**src/rtl/mc_pkg.sv**
```systemverilog
// mc_pkg: shared state encoding, opcode/funct constants, ALU codes and mux selects for mc_ctrl
package mc_pkg;
    typedef enum logic [3:0] {
        S_IDLE   = 4'd0,
        S_FETCH  = 4'd1,
        S_DECODE = 4'd2,
        S_MEMADR = 4'd3,
        S_MEMRD  = 4'd4,
        S_MEMWB  = 4'd5,
        S_MEMWR  = 4'd6,
        S_EXEC   = 4'd7,
        S_ALUWB  = 4'd8,
        S_BRANCH = 4'd9,
        S_ADDIEX = 4'd10,
        S_ADDIWB = 4'd11,
        S_JUMP   = 4'd12
    } state_t;
    localparam logic [5:0] OP_RTYPE = 6'b000000;
    localparam logic [5:0] OP_LW    = 6'b100011;
    localparam logic [5:0] OP_SW    = 6'b101011;
    localparam logic [5:0] OP_BEQ   = 6'b000100;
    localparam logic [5:0] OP_ADDI  = 6'b001000;
    localparam logic [5:0] OP_J     = 6'b000010;
    localparam logic [5:0] FN_ADD   = 6'b100000;
    localparam logic [5:0] FN_SUB   = 6'b100010;
    localparam logic [5:0] FN_AND   = 6'b100100;
    localparam logic [5:0] FN_OR    = 6'b100101;
    localparam logic [5:0] FN_SLT   = 6'b101010;
    localparam logic [2:0] ALU_ADD  = 3'b010;
    localparam logic [2:0] ALU_SUB  = 3'b110;
    localparam logic [2:0] ALU_AND  = 3'b000;
    localparam logic [2:0] ALU_OR   = 3'b001;
    localparam logic [2:0] ALU_SLT  = 3'b111;
    localparam logic [1:0] ALUOP_ADD   = 2'b00;
    localparam logic [1:0] ALUOP_SUB   = 2'b01;
    localparam logic [1:0] ALUOP_FUNCT = 2'b10;
    localparam logic [1:0] SRCB_REG    = 2'b00;
    localparam logic [1:0] SRCB_FOUR   = 2'b01;
    localparam logic [1:0] SRCB_IMM    = 2'b10;
    localparam logic [1:0] SRCB_IMM_SH = 2'b11;
    localparam logic [1:0] PCSRC_ALU    = 2'b00;
    localparam logic [1:0] PCSRC_ALUOUT = 2'b01;
    localparam logic [1:0] PCSRC_JUMP   = 2'b10;
endpackage

```
**src/rtl/alu_dec.sv**
```systemverilog
// alu_dec: maps aluop (add/sub/funct) and funct to the 3-bit ALU code; flags unsupported funct
module alu_dec
    import mc_pkg::*;
(
    input  logic [1:0] aluop,
    input  logic [5:0] funct,
    output logic [2:0] alu_ctrl,
    output logic       illegal
);
    logic [2:0] f_ctrl;
    logic       f_ok;
    always_comb begin
        f_ctrl = ALU_ADD;
        f_ok   = 1'b1;
        case (funct)
            FN_ADD:  f_ctrl = ALU_ADD;
            FN_SUB:  f_ctrl = ALU_SUB;
            FN_AND:  f_ctrl = ALU_AND;
            FN_OR:   f_ctrl = ALU_OR;
            FN_SLT:  f_ctrl = ALU_SLT;
            default: f_ok = 1'b0;
        endcase
        alu_ctrl = aluop == ALUOP_SUB ? ALU_SUB : aluop == ALUOP_FUNCT ? f_ctrl : ALU_ADD;
        illegal  = aluop == ALUOP_FUNCT && !f_ok;
    end
endmodule

```
**src/rtl/mc_ctrl.sv**
```systemverilog
// mc_ctrl: multicycle MIPS-subset Moore control FSM (i_op/i_funct/i_zero in; datapath enables, ALU code, illegal pulse, retired count out)
module mc_ctrl
    import mc_pkg::*;
#(
    parameter int CNT_W = 32
) (
    input  logic             i_clk,
    input  logic             i_rstn,
    input  logic [5:0]       i_op,
    input  logic [5:0]       i_funct,
    input  logic             i_zero,
    output logic             o_pc_en,
    output logic             o_iord,
    output logic             o_mem_write,
    output logic             o_ir_write,
    output logic             o_reg_dst,
    output logic             o_mem_to_reg,
    output logic             o_reg_write,
    output logic             o_alu_src_a,
    output logic [1:0]       o_alu_src_b,
    output logic [1:0]       o_pc_src,
    output logic [2:0]       o_alu_ctrl,
    output logic             o_illegal,
    output logic [CNT_W-1:0] o_retired
);
    state_t     state, next;
    logic       pc_write, branch, op_bad, fn_bad, retire;
    logic [1:0] aluop;
    logic [2:0] dec_ctrl;
    always_ff @(posedge i_clk or negedge i_rstn) begin
        if (!i_rstn) begin
            state     <= S_IDLE;
            o_retired <= '0;
        end else begin
            state     <= next;
            o_retired <= retire ? o_retired + CNT_W'(1) : o_retired;
        end
    end
    always_comb begin
        next         = S_FETCH;
        pc_write     = 1'b0;
        branch       = 1'b0;
        op_bad       = 1'b0;
        aluop        = ALUOP_ADD;
        o_iord       = 1'b0;
        o_mem_write  = 1'b0;
        o_ir_write   = 1'b0;
        o_reg_dst    = 1'b0;
        o_mem_to_reg = 1'b0;
        o_reg_write  = 1'b0;
        o_alu_src_a  = 1'b0;
        o_alu_src_b  = SRCB_REG;
        o_pc_src     = PCSRC_ALU;
        case (state)
            S_FETCH: begin
                o_ir_write  = 1'b1;
                pc_write    = 1'b1;
                o_alu_src_b = SRCB_FOUR;
                next        = S_DECODE;
            end
            S_DECODE: begin
                o_alu_src_b = SRCB_IMM_SH;
                next = i_op == OP_LW || i_op == OP_SW ? S_MEMADR :
                       i_op == OP_RTYPE ? S_EXEC :
                       i_op == OP_BEQ   ? S_BRANCH :
                       i_op == OP_ADDI  ? S_ADDIEX :
                       i_op == OP_J     ? S_JUMP : S_FETCH;
                op_bad = next == S_FETCH;
            end
            S_MEMADR: begin
                o_alu_src_a = 1'b1;
                o_alu_src_b = SRCB_IMM;
                next        = i_op == OP_SW ? S_MEMWR : S_MEMRD;
            end
            S_MEMRD: begin
                o_iord = 1'b1;
                next   = S_MEMWB;
            end
            S_MEMWB: begin
                o_reg_write  = 1'b1;
                o_mem_to_reg = 1'b1;
            end
            S_MEMWR: begin
                o_iord      = 1'b1;
                o_mem_write = 1'b1;
            end
            S_EXEC: begin
                o_alu_src_a = 1'b1;
                aluop       = ALUOP_FUNCT;
                next        = S_ALUWB;
            end
            S_ALUWB: begin
                o_reg_write = 1'b1;
                o_reg_dst   = 1'b1;
            end
            S_BRANCH: begin
                o_alu_src_a = 1'b1;
                aluop       = ALUOP_SUB;
                o_pc_src    = PCSRC_ALUOUT;
                branch      = 1'b1;
            end
            S_ADDIEX: begin
                o_alu_src_a = 1'b1;
                o_alu_src_b = SRCB_IMM;
                next        = S_ADDIWB;
            end
            S_ADDIWB: o_reg_write = 1'b1;
            S_JUMP: begin
                o_pc_src = PCSRC_JUMP;
                pc_write = 1'b1;
            end
            default: next = S_FETCH;
        endcase
    end
    alu_dec u_alu_dec (
        .aluop    (aluop),
        .funct    (i_funct),
        .alu_ctrl (dec_ctrl),
        .illegal  (fn_bad)
    );
    // IDLE is the reset state, where even the ALU code reads 0
    assign o_alu_ctrl = state == S_IDLE ? 3'b000 : dec_ctrl;
    assign o_illegal  = op_bad | fn_bad;
    assign o_pc_en    = pc_write | (branch & i_zero);
    assign retire     = state inside {S_MEMWB, S_MEMWR, S_ALUWB, S_BRANCH, S_ADDIWB, S_JUMP};
endmodule
```
**config.mk**
```make
export PLATFORM = sky130hd
export DESIGN_NAME = mc_ctrl
export DESIGN_NICKNAME = d
export VERILOG_FILES = /design/src/rtl/mc_pkg.sv /design/src/rtl/alu_dec.sv /design/src/rtl/mc_ctrl.sv
export SDC_FILE = /design/constraint.sdc
export NUM_CORES = 1
export LEC_CHECK = 0
export CAP_MARGIN = 40
export CORE_ASPECT_RATIO = 1.75
export CORE_MARGIN = 2
export CORE_UTILIZATION = 52
export CTS_CLUSTER_SIZE = 28
export DETAILED_ROUTE_END_ITERATION = 12
export PLACE_DENSITY = 0.94
export SYNTH_ARGS = -nofsm -noshare
export SYNTH_HDL_FRONTEND = slang
export SYNTH_SLANG_ARGS = --single-unit
```
**constraint.sdc**
```tcl
create_clock -name i_clk -period 2.4 [get_ports i_clk]
set_input_delay 0.48 -clock i_clk [delete_from_list [all_inputs] [get_ports i_clk]]
set_output_delay 0.48 -clock i_clk [all_outputs]
set_load 0.01 [all_outputs]
```
Word-level counts from Yosys, hierarchy flattened
Index checks and enable logic that the tools add are counted.

Add/subtract/negate cells: 1. Equal/unequal tests: 25. Mux-type cells: 25. Bitwise logic cells: 3. Reductions and logical operators: 12.

Operator list (number): $eq 6x6->1 const B (7); $add 32x1->32 const B (1); $pmux 4 s6 (1); $eq 4x4->1 const B (5); $mux 4 (5); $eq 4x3->1 const B (4); $pmux 3 s4 (1); $mux 1 (11); $mux 3 (3); $eq 4x1->1 const B (2); $eq 4x2->1 const B (2); $pmux 2 s2 (2); $eq 6x2->1 const B (1); $eq 6x3->1 const B (1); $eq 6x4->1 const B (1); $logic_not 6->1 (1); $pmux 2 s3 (1); $reduce_bool 6->1 (1); $reduce_or 2->1 (3); $reduce_or 5->1 (1); $logic_not 4->1 (1); $reduce_or 4->1 (1); $reduce_or 3->1 (1); $eq 2x1->1 const B (1); 7 further kinds (8).

Bits in registers: 36. Input bits: 15. Output and inout bits: 48. Word-level logic and storage cells: 68.

Longest topological paths before layout
Gate-level depths: netlist of run 1.

Word-level depth: 9. Mapped depth: 6. Depth with buffers taken out: 5.

Modules after synthesis
From an unflattened synthesis of run 1, not the netlist that was laid out.

Cell total of the unflattened synthesis: 224. Area total of the unflattened synthesis: 2162.1 um^2.

Modules (own cells, without submodules): mc_ctrl (times used 1, cells an instance 211, area each 2054.5 um^2, seq. area each 900.9 um^2); alu_dec (times used 1, cells an instance 13, area each 107.6 um^2, seq. area each 0.0 um^2).

Least setup slack after synthesis of run 1
No wires, ideal clock.

Kind: input to output. Start: in i_op[3]. End: out o_illegal. Arrival: 1.413 ns. Required time: 1.920 ns. Setup slack: 0.507 ns. Cell stages on the path: 4. Path buffers: 0. Cell sequence: maj3_1 -> o32a_1 -> o2111ai_1 -> o21ai_0.

Word-level cells in the longest chain between the ends: 9. Elaborated cells between the ends (all ways): 15. Classes of those cells: 6 x eq/ne; 6 x mux; 1 x bitwise; 2 x reduce/logical.

RTL lines: start: declaration (RTL line mc_ctrl.sv:9) `input logic [5:0] i_op,`; $eq 6x2->1 (RTL line mc_ctrl.sv:67) `i_op == OP_J ? S_JUMP : S_FETCH;`; $mux 4 (RTL line mc_ctrl.sv:67); $mux 4 (RTL line mc_ctrl.sv:66) `i_op == OP_ADDI ? S_ADDIEX :`; $mux 4 (RTL line mc_ctrl.sv:65) `i_op == OP_BEQ ? S_BRANCH :`; $mux 4 (RTL line mc_ctrl.sv:64) `i_op == OP_RTYPE ? S_EXEC :`; $mux 4 (*) (RTL line mc_ctrl.sv:63) `next = i_op == OP_LW || i_op == OP_SW ? S_MEMADR :`; $eq 4x1->1 (*) (RTL line mc_ctrl.sv:68) `op_bad = next == S_FETCH;`; $mux 1 (*) (RTL line mc_ctrl.sv:54) `case (state)`; $or 1x1->1 (*) (RTL line mc_ctrl.sv:123) `assign o_illegal = op_bad | fn_bad;`; end: declaration (RTL line mc_ctrl.sv:23) `output logic o_illegal,`.

Mark *: on every way between the ends. The rest lies on a longest branch, timed or not.

Final worst setup path of run 1
Start: reg state[2]. End: out o_alu_src_b[1].

Word-level cells in the longest chain between the ends: 3. Elaborated cells between the ends (all ways): 6. Classes of those cells: 4 x eq/ne; 1 x mux; 1 x reduce/logical.

RTL lines: start: declaration (RTL line mc_ctrl.sv:26) `state_t state, next;`; start signal: assignment (RTL line mc_ctrl.sv:35) `state <= next;`; $eq 4x4->1 or $eq 4x2->1 (tied branches) (RTL line mc_ctrl.sv:54); $reduce_or 2->1 (no line); $pmux 2 s3 (*) (RTL line mc_ctrl.sv:54); end: declaration (RTL line mc_ctrl.sv:20) `output logic [1:0] o_alu_src_b,`.

Marked as above.

==> results of run 1 <==
[kinds of logic (layout without fill, tap and decap cells)]
group                      count (synthesis)  after routing  share of synthesized area, %
adders and majority gates                  2              2                          1.01
xor gates and xnor gates                  34             34                          14.2
muxes                                      3              3                          1.97
AOI/OAI and AO/OA                         27             27                          9.57
and+or+nand+nor                           96             96                          28.7
buffers and inverters                     15             97                          4.00
DFF                                       36             36                          40.5
[how the worst min path moves through the flow]
stage                  start            end  slack (ns)
3_3_place_gp   o_retired[31]  o_retired[31]        0.46
2_1_floorplan         i_rstn   o_retired[0]        0.18
4_1_cts        o_retired[31]  o_retired[31]        0.49
6_report       o_retired[31]  o_retired[31]        0.47
3_5_place_dp   o_retired[31]  o_retired[31]        0.47
5_1_grt         o_retired[9]   o_retired[9]        0.51
[placed cells by master, fill, tap and decap left out, types with 3 or more instances in the layout]
| cell | instances |
|---|---|
| nor3_1 | 6 |
| dlygate4sd2_1 | 6 |
| and3_1 | 7 |
| nor3_2 | 6 |
| nand2_1 | 12 |
| nand2b_1 | 5 |
| clkdlybuf4s50_1 | 52 |
| clkbuf_8 | 5 |
| xnor2_1 | 16 |
| dfrtp_1 | 32 |
| dlymetal6s2s_1 | 3 |
| and2_1 | 3 |
| inv_1 | 5 |
| xor2_1 | 17 |
| nor2_1 | 12 |
| o21ai_0 | 4 |
| and4_1 | 7 |
| nand3_1 | 7 |
| nand4_1 | 11 |
| nor4_2 | 5 |
| a21oi_1 | 5 |
| dfrtp_2 | 4 |
| buf_4 | 21 |
| a21o_1 | 3 |
[registers in the layout, summed over array words and instances (netlist names)]
name,cells
o_retired,32
state,4
[worst max-delay path, delay by kind of cell, from the launching register on]
kind,cells,cell delay [ns]
buffers and inverters,2,0.75
AOI/OAI and AO/OA,1,0.25
DFF,1,0.47
and+or+nand+nor,1,0.20
[report_power, final]
group          switching [mW]  internal [mW]
registers               0.118          0.675
clock network           0.217          0.308
logic                   0.542          0.572
[cell usage after synthesis (2+ instances only)]
cell type / instances / area [µm²]
and3_1: 7 / 43.8
o22ai_1: 2 / 12.5
nand2_1: 12 / 45.0
nor3_1: 7 / 35.0
o21ai_0: 5 / 25.0
nand4_2: 2 / 25.0
nand4_1: 11 / 68.8
dfrtp_1: 36 / 901
nand3_1: 7 / 35.0
nor3_2: 5 / 50.1
nand2b_1: 7 / 43.8
xor2_1: 17 / 149
nor4_2: 5 / 62.6
nor2b_1: 2 / 12.5
clkbuf_1: 3 / 11.3
buf_4: 3 / 22.5
a21o_1: 3 / 22.5
nor4_1: 2 / 12.5
and2_1: 3 / 18.8
xnor2_1: 16 / 140
a21oi_1: 5 / 25.0
and4_1: 7 / 61.3
buf_2: 2 / 10.0
inv_1: 5 / 18.8
nor2_1: 13 / 48.8
[routing by layer]
| layer | vias up | share of wire (%) | global-route usage, % | wire (µm) |
|---|---|---|---|---|
| met5 | - | 0 | 0 | 0 |
| met1 | 995 | 34 | 23.8 | 2030 |
| met4 | 0 | 2.6 | 13.5 | 155 |
| met2 | 74 | 59 | 50.5 | 3520 |
| met3 | 16 | 4.8 | 5.79 | 287 |
| li1 | 938 | - | - | - |
[layout make-up]
cell class,instances,area (µm²)
clock inverter,2,35.0
inverter,5,18.8
fill,289,968
timing repair buffer,84,793
multi-input combinational,162,1260
tap,49,61.3
sequential,36,906
clock buffer,6,72.6
[stage by stage]
stage	TNS [ns]	util, %	hold slack (ns)	power, mW	instance area [µm²]
finish	-0.0345	76.4	0.472	2.43	3140
global route	-0.0861	76.4	0.514	2.56	3140
CTS	0	74.9	0.485	2.38	3080
detailed placement	-0.651	72.2	0.473	1.86	2970
global placement	-0.525	72.2	0.456	1.82	2970
floorplan	0	-	0.184	1.42	2220
[what timing repair did]
| action | 4_1_cts | 5_1_grt |
|---|---|---|
| buffers inserted | 0 | 6 |
| pin swaps | 1 | 1 |
| setup endpoints to repair | 6 | 7 |
| resized for setup | 16 | 8 |
==> results.ini, run 1 <==
[yosys]
synthCells=213
synthArstFlopShare_pct=100
synth.avg_cell_area_um2=10.4
ys_seq_area_share_pct=40.5
ys.flop_type=dfrtp_1
ys_ff_latch=36
synthesis.nets=229
synth_edf_count=0
synth_cell_types=51
synth_warnings=0
syn_area_um2=2220

[cells_and_area]
n_antenna_cell=0
finalNetCount=310
stdcell_count=344
drive_gt1_share_pct=20.0
syn_to_final_growth_pct=41.4

[power]
ir_drop_mv=0.540
p_leak_nw=1.43
power_density_nw_per_um2=774

[clocking]
h-tree-depth=2
clkTransAtPathRegs_ns=0.07
cts_buffers=5
clock-sinks=36
cts_hold_buf=0
cts_tree=built
clock_latency_ns=0.29
cts_buffer_depth=2
clockRootBuffer=clkbuf_8

[hold_path]
hold_path_class=flop to flop
hold_depth=1

[critical_path]
cp.arrival_ns=1.95
worst_path_largest_cell_delay_ns=0.59
worstPathRequired_ns=1.92
r2r_setup_slack_ns=0.48
critPathMaxFanout=7
cp_slowest_cell=clkdlybuf4s50_1
regToRegEndpoint=o_retired[23]
r2r_start=state[0]
reg2reg_depth=6
critPathKind=flop to output pin
cp-start-kind=flop
crit_path_end_kind=output pin
worstPathCellList=buf_4, nor2b_1, a21boi_0, clkdlybuf4s50_1
crit_start=state[2]
worstSetupEndpoint=o_alu_src_b[1]

[global_routing]
grt_use_total_pct=26.6
antenna_found_initial=0
gr-total-overflow=0
grt_pass1_vias=2119
grt_max_degree=37
grt_first_pass_wirelength_mm=9.58

[die]
initial_utilization_pct=54.0
die_h_um=90.5
die_w_um=53.4
rows=31
core_um2=4110
pin_count=63
dieArea_um2=4830

[outcome]
status=finished with violations
violations=negative setup slack

[sta]
clock_skew_ns=0.00620
period_minus_slack_ns=2.43
finalSetupViolCount=1
finalHoldViolations=0
maxSlewViolCount=0
maxSlewHeadroom_pct=70.0
timing.final.crit_share_pct=101
worst_pin_slew_ns=0.449
fin_ws_ns=-0.0345
fmax_mhz=411

[job]
maxCapViolCount=0

[drt]
num_vias=2023
wl_mm=5.99
drc=0
drtIter0Drc=55
ant_nets=0
vias_per_cell=5.88
post_drt_wl_per_cell_um=17.4
first_pass_iters=4

[placed_design]
io_buffers=62
pre_cts_slack_ns=-0.386
dp_cells=330
place_congestion=0.746
place_hpwl_mm=4.35

No activity file was read; power rests on OpenSTA's default activity.
==> inputs of run 2 (changes only) <==
ABC_CLOCK_PERIOD_IN_PS = 2400   (was default)
CORE_UTILIZATION = 45   (was 52)
PLACE_DENSITY = 0.84   (was 0.94)
==> run 2 against run 1 <==
  * The run now ends clean
  * Largest power group unchanged
  * Die area increased by 15%
  * Worst setup slack improved by 0.087 ns
  * Hold slack got worse by 0.0025 ns
  * Register-to-register slack improved by 0.02 ns
  * Clock skew about the same
  * Clock power decreased by 14%
  * Wire length decreased by 5.8%
  * Non-clock buffer count increased by 3
  * Clock-buffer cell count unchanged
  * Core utilization decreased by 9.5 points
  * Highest routed layer unchanged
  * Total power decreased by 4.2%
  * Global-route usage decreased by 6.3 points
==> results.ini, run 2 (same netlist as run 1, synthesis figures left out) <==
[outcome]
status=finished, final reports clean

[cells_and_area]
finalNetCount=313  ; +0.97%
final_area_um2=3150  ; +0.32%
stdcell_count=350  ; +1.7%
top_regs=o_retired (32), state (4)
drive_gt1_share_pct=21.1  ; +1.1 points
fill_cells=371  ; +28%
largest_register_ff_count=32  ; unchanged
n_antenna_cell=0  ; unchanged
regMostFlops=o_retired
final_common_cell=clkdlybuf4s50_1
mostFrequentLayoutCells=clkdlybuf4s50_1, dfrtp_1, buf_4
syn_to_final_growth_pct=41.9

[die]
die_h_um=97.0  ; +7.2%
pin_count=63  ; unchanged
dieArea_um2=5540  ; +15%
die_w_um=57.1  ; +6.9%
rows=33  ; +6.5%
core_um2=4710  ; +14%
initial_utilization_pct=47.2  ; -6.8 points

[clocking]
clock_latency_ns=0.29  ; about the same
clkTransAtPathRegs_ns=0.07  ; about the same
cts_tree=built
h-tree-depth=2  ; unchanged
cts_buffers=5  ; unchanged
clock-sinks=36  ; unchanged
cts_buffer_depth=2  ; unchanged
clockRootBuffer=clkbuf_8

[critical_path]
worstSetupEndpoint=o_alu_src_b[1]
critPathKind=flop to output pin
crit_path_end_kind=output pin
r2r_setup_slack_ns=0.50  ; +0.02 ns
regToRegEndpoint=o_retired[27]
crit_start=state[1]
r2r_start=state[1]
worstPathRequired_ns=1.92  ; about the same
critPathMaxFanout=13  ; +6
reg2reg_depth=6  ; unchanged
cp-start-kind=flop
cp.arrival_ns=1.87  ; -0.08 ns

[global_routing]
grt_use_total_pct=20.3  ; -6.3 points
grt_max_degree=37  ; unchanged
grt_first_pass_wirelength_mm=9.04  ; -5.7%
gr-total-overflow=0  ; unchanged
grt_pass1_vias=2039  ; -3.8%
antenna_found_initial=0  ; unchanged

[sta]
finalHoldViolations=0  ; unchanged
worst_pin_slew_ns=0.460  ; +0.0106 ns
holdWs_ns=0.470  ; -0.00251 ns
timing.final.crit_share_pct=97.8  ; -3.6 points
maxSlewViolCount=0  ; unchanged
maxSlewHeadroom_pct=69.3  ; -0.71 points
fin_ws_ns=0.0522  ; +0.0867 ns
finalSetupViolCount=0  ; -1
clock_skew_ns=0.00593  ; -0.000269 ns
fmax_mhz=426  ; +3.7%
period_minus_slack_ns=2.35  ; -0.0867 ns

[power]
ir_drop_mv=0.828  ; +53%
total_power_mw=2.33  ; -4.2%
power_density_nw_per_um2=739  ; -4.5%
p_leak_nw=1.48  ; +3.2%

[drt]
wl_mm=5.64  ; -5.8%
drc=0  ; unchanged
drtIter0Drc=58  ; +5.5%
num_vias=2024  ; +0.049%
vias_per_cell=5.78  ; -1.7%
ant_nets=0  ; unchanged
post_drt_wl_per_cell_um=16.1  ; -7.4%
first_pass_iters=4  ; unchanged

[placed_design]
place_area_um2=3000  ; +0.97%
pre_cts_slack_ns=-0.393  ; -0.00700 ns
place_hpwl_mm=3.99  ; -8.2%
io_buffers=62  ; unchanged
dp_cells=338  ; +2.4%
place_congestion=0.797  ; +6.8%

[job]
maxCapViolCount=0  ; unchanged

[hold_path]
hold_path_class=flop to flop

run 2: final cells by class:
cell class              instances  area, µm²  area share [%]
clock buffers                   6       82.6            2.62
clock inverters                 2       10.0           0.317
multi-input cells             162       1250            39.6
inverters                       5       18.8           0.595
flip-flops and latches         36        906            28.7
well taps                      52       65.1            2.06
repair buffers                 87        822            26.1
run 2: per-layer routing:
layer / global-route usage (%) / vias up / share of wire [%]
li1: - / 945 / -
met1: 21.2 / 970 / 36
met2: 36.1 / 90 / 53
met3: 5.75 / 19 / 7.3
met4: 9.48 / 0 / 3.2
met5: 0 / - / 0
run 2: repair_timing:
item                                    4_1_cts  5_1_grt
hold buffers                                  0        0
endpoints found under the setup margin       10        7
resized for setup                            12       11
buffers inserted                              3        1
pin swaps                                     0        2
run 2: worst min-delay path by stage:
stage	start	slack [ns]	endpoint	cells past startpoint
final	o_retired[31]	0.47	o_retired[31]	1
after global routing	o_retired[31]	0.48	o_retired[31]	1
after CTS	o_retired[31]	0.47	o_retired[31]	1
after detailed placement	o_retired[31]	0.46	o_retired[31]	1
after global placement	o_retired[31]	0.46	o_retired[31]	1
after floorplan	i_rstn	0.18	o_retired[0]	0
run 2: power breakdown:
| group | switching, mW | internal (mW) |
|---|---|---|
| clock network | 0.222 | 0.229 |
| registers | 0.123 | 0.675 |
| logic | 0.504 | 0.577 |
| total | 0.849 | 1.48 |
run 2: worst max-delay path, stage by stage, from the launching register on:
cell and delay (ns):
dfrtp_2 0.52, nor2b_1 0.23, a21boi_0 0.24, clkdlybuf4s50_1 0.58
run 2: per-stage QoR:
stage	setup TNS, ns	utilization, %
after floorplan	0	-
after global placement	-0.510	63.6
after detailed placement	-0.505	63.6
after CTS	-0.00808	66.2
after global routing	-0.00910	67.0
final	0	67.0
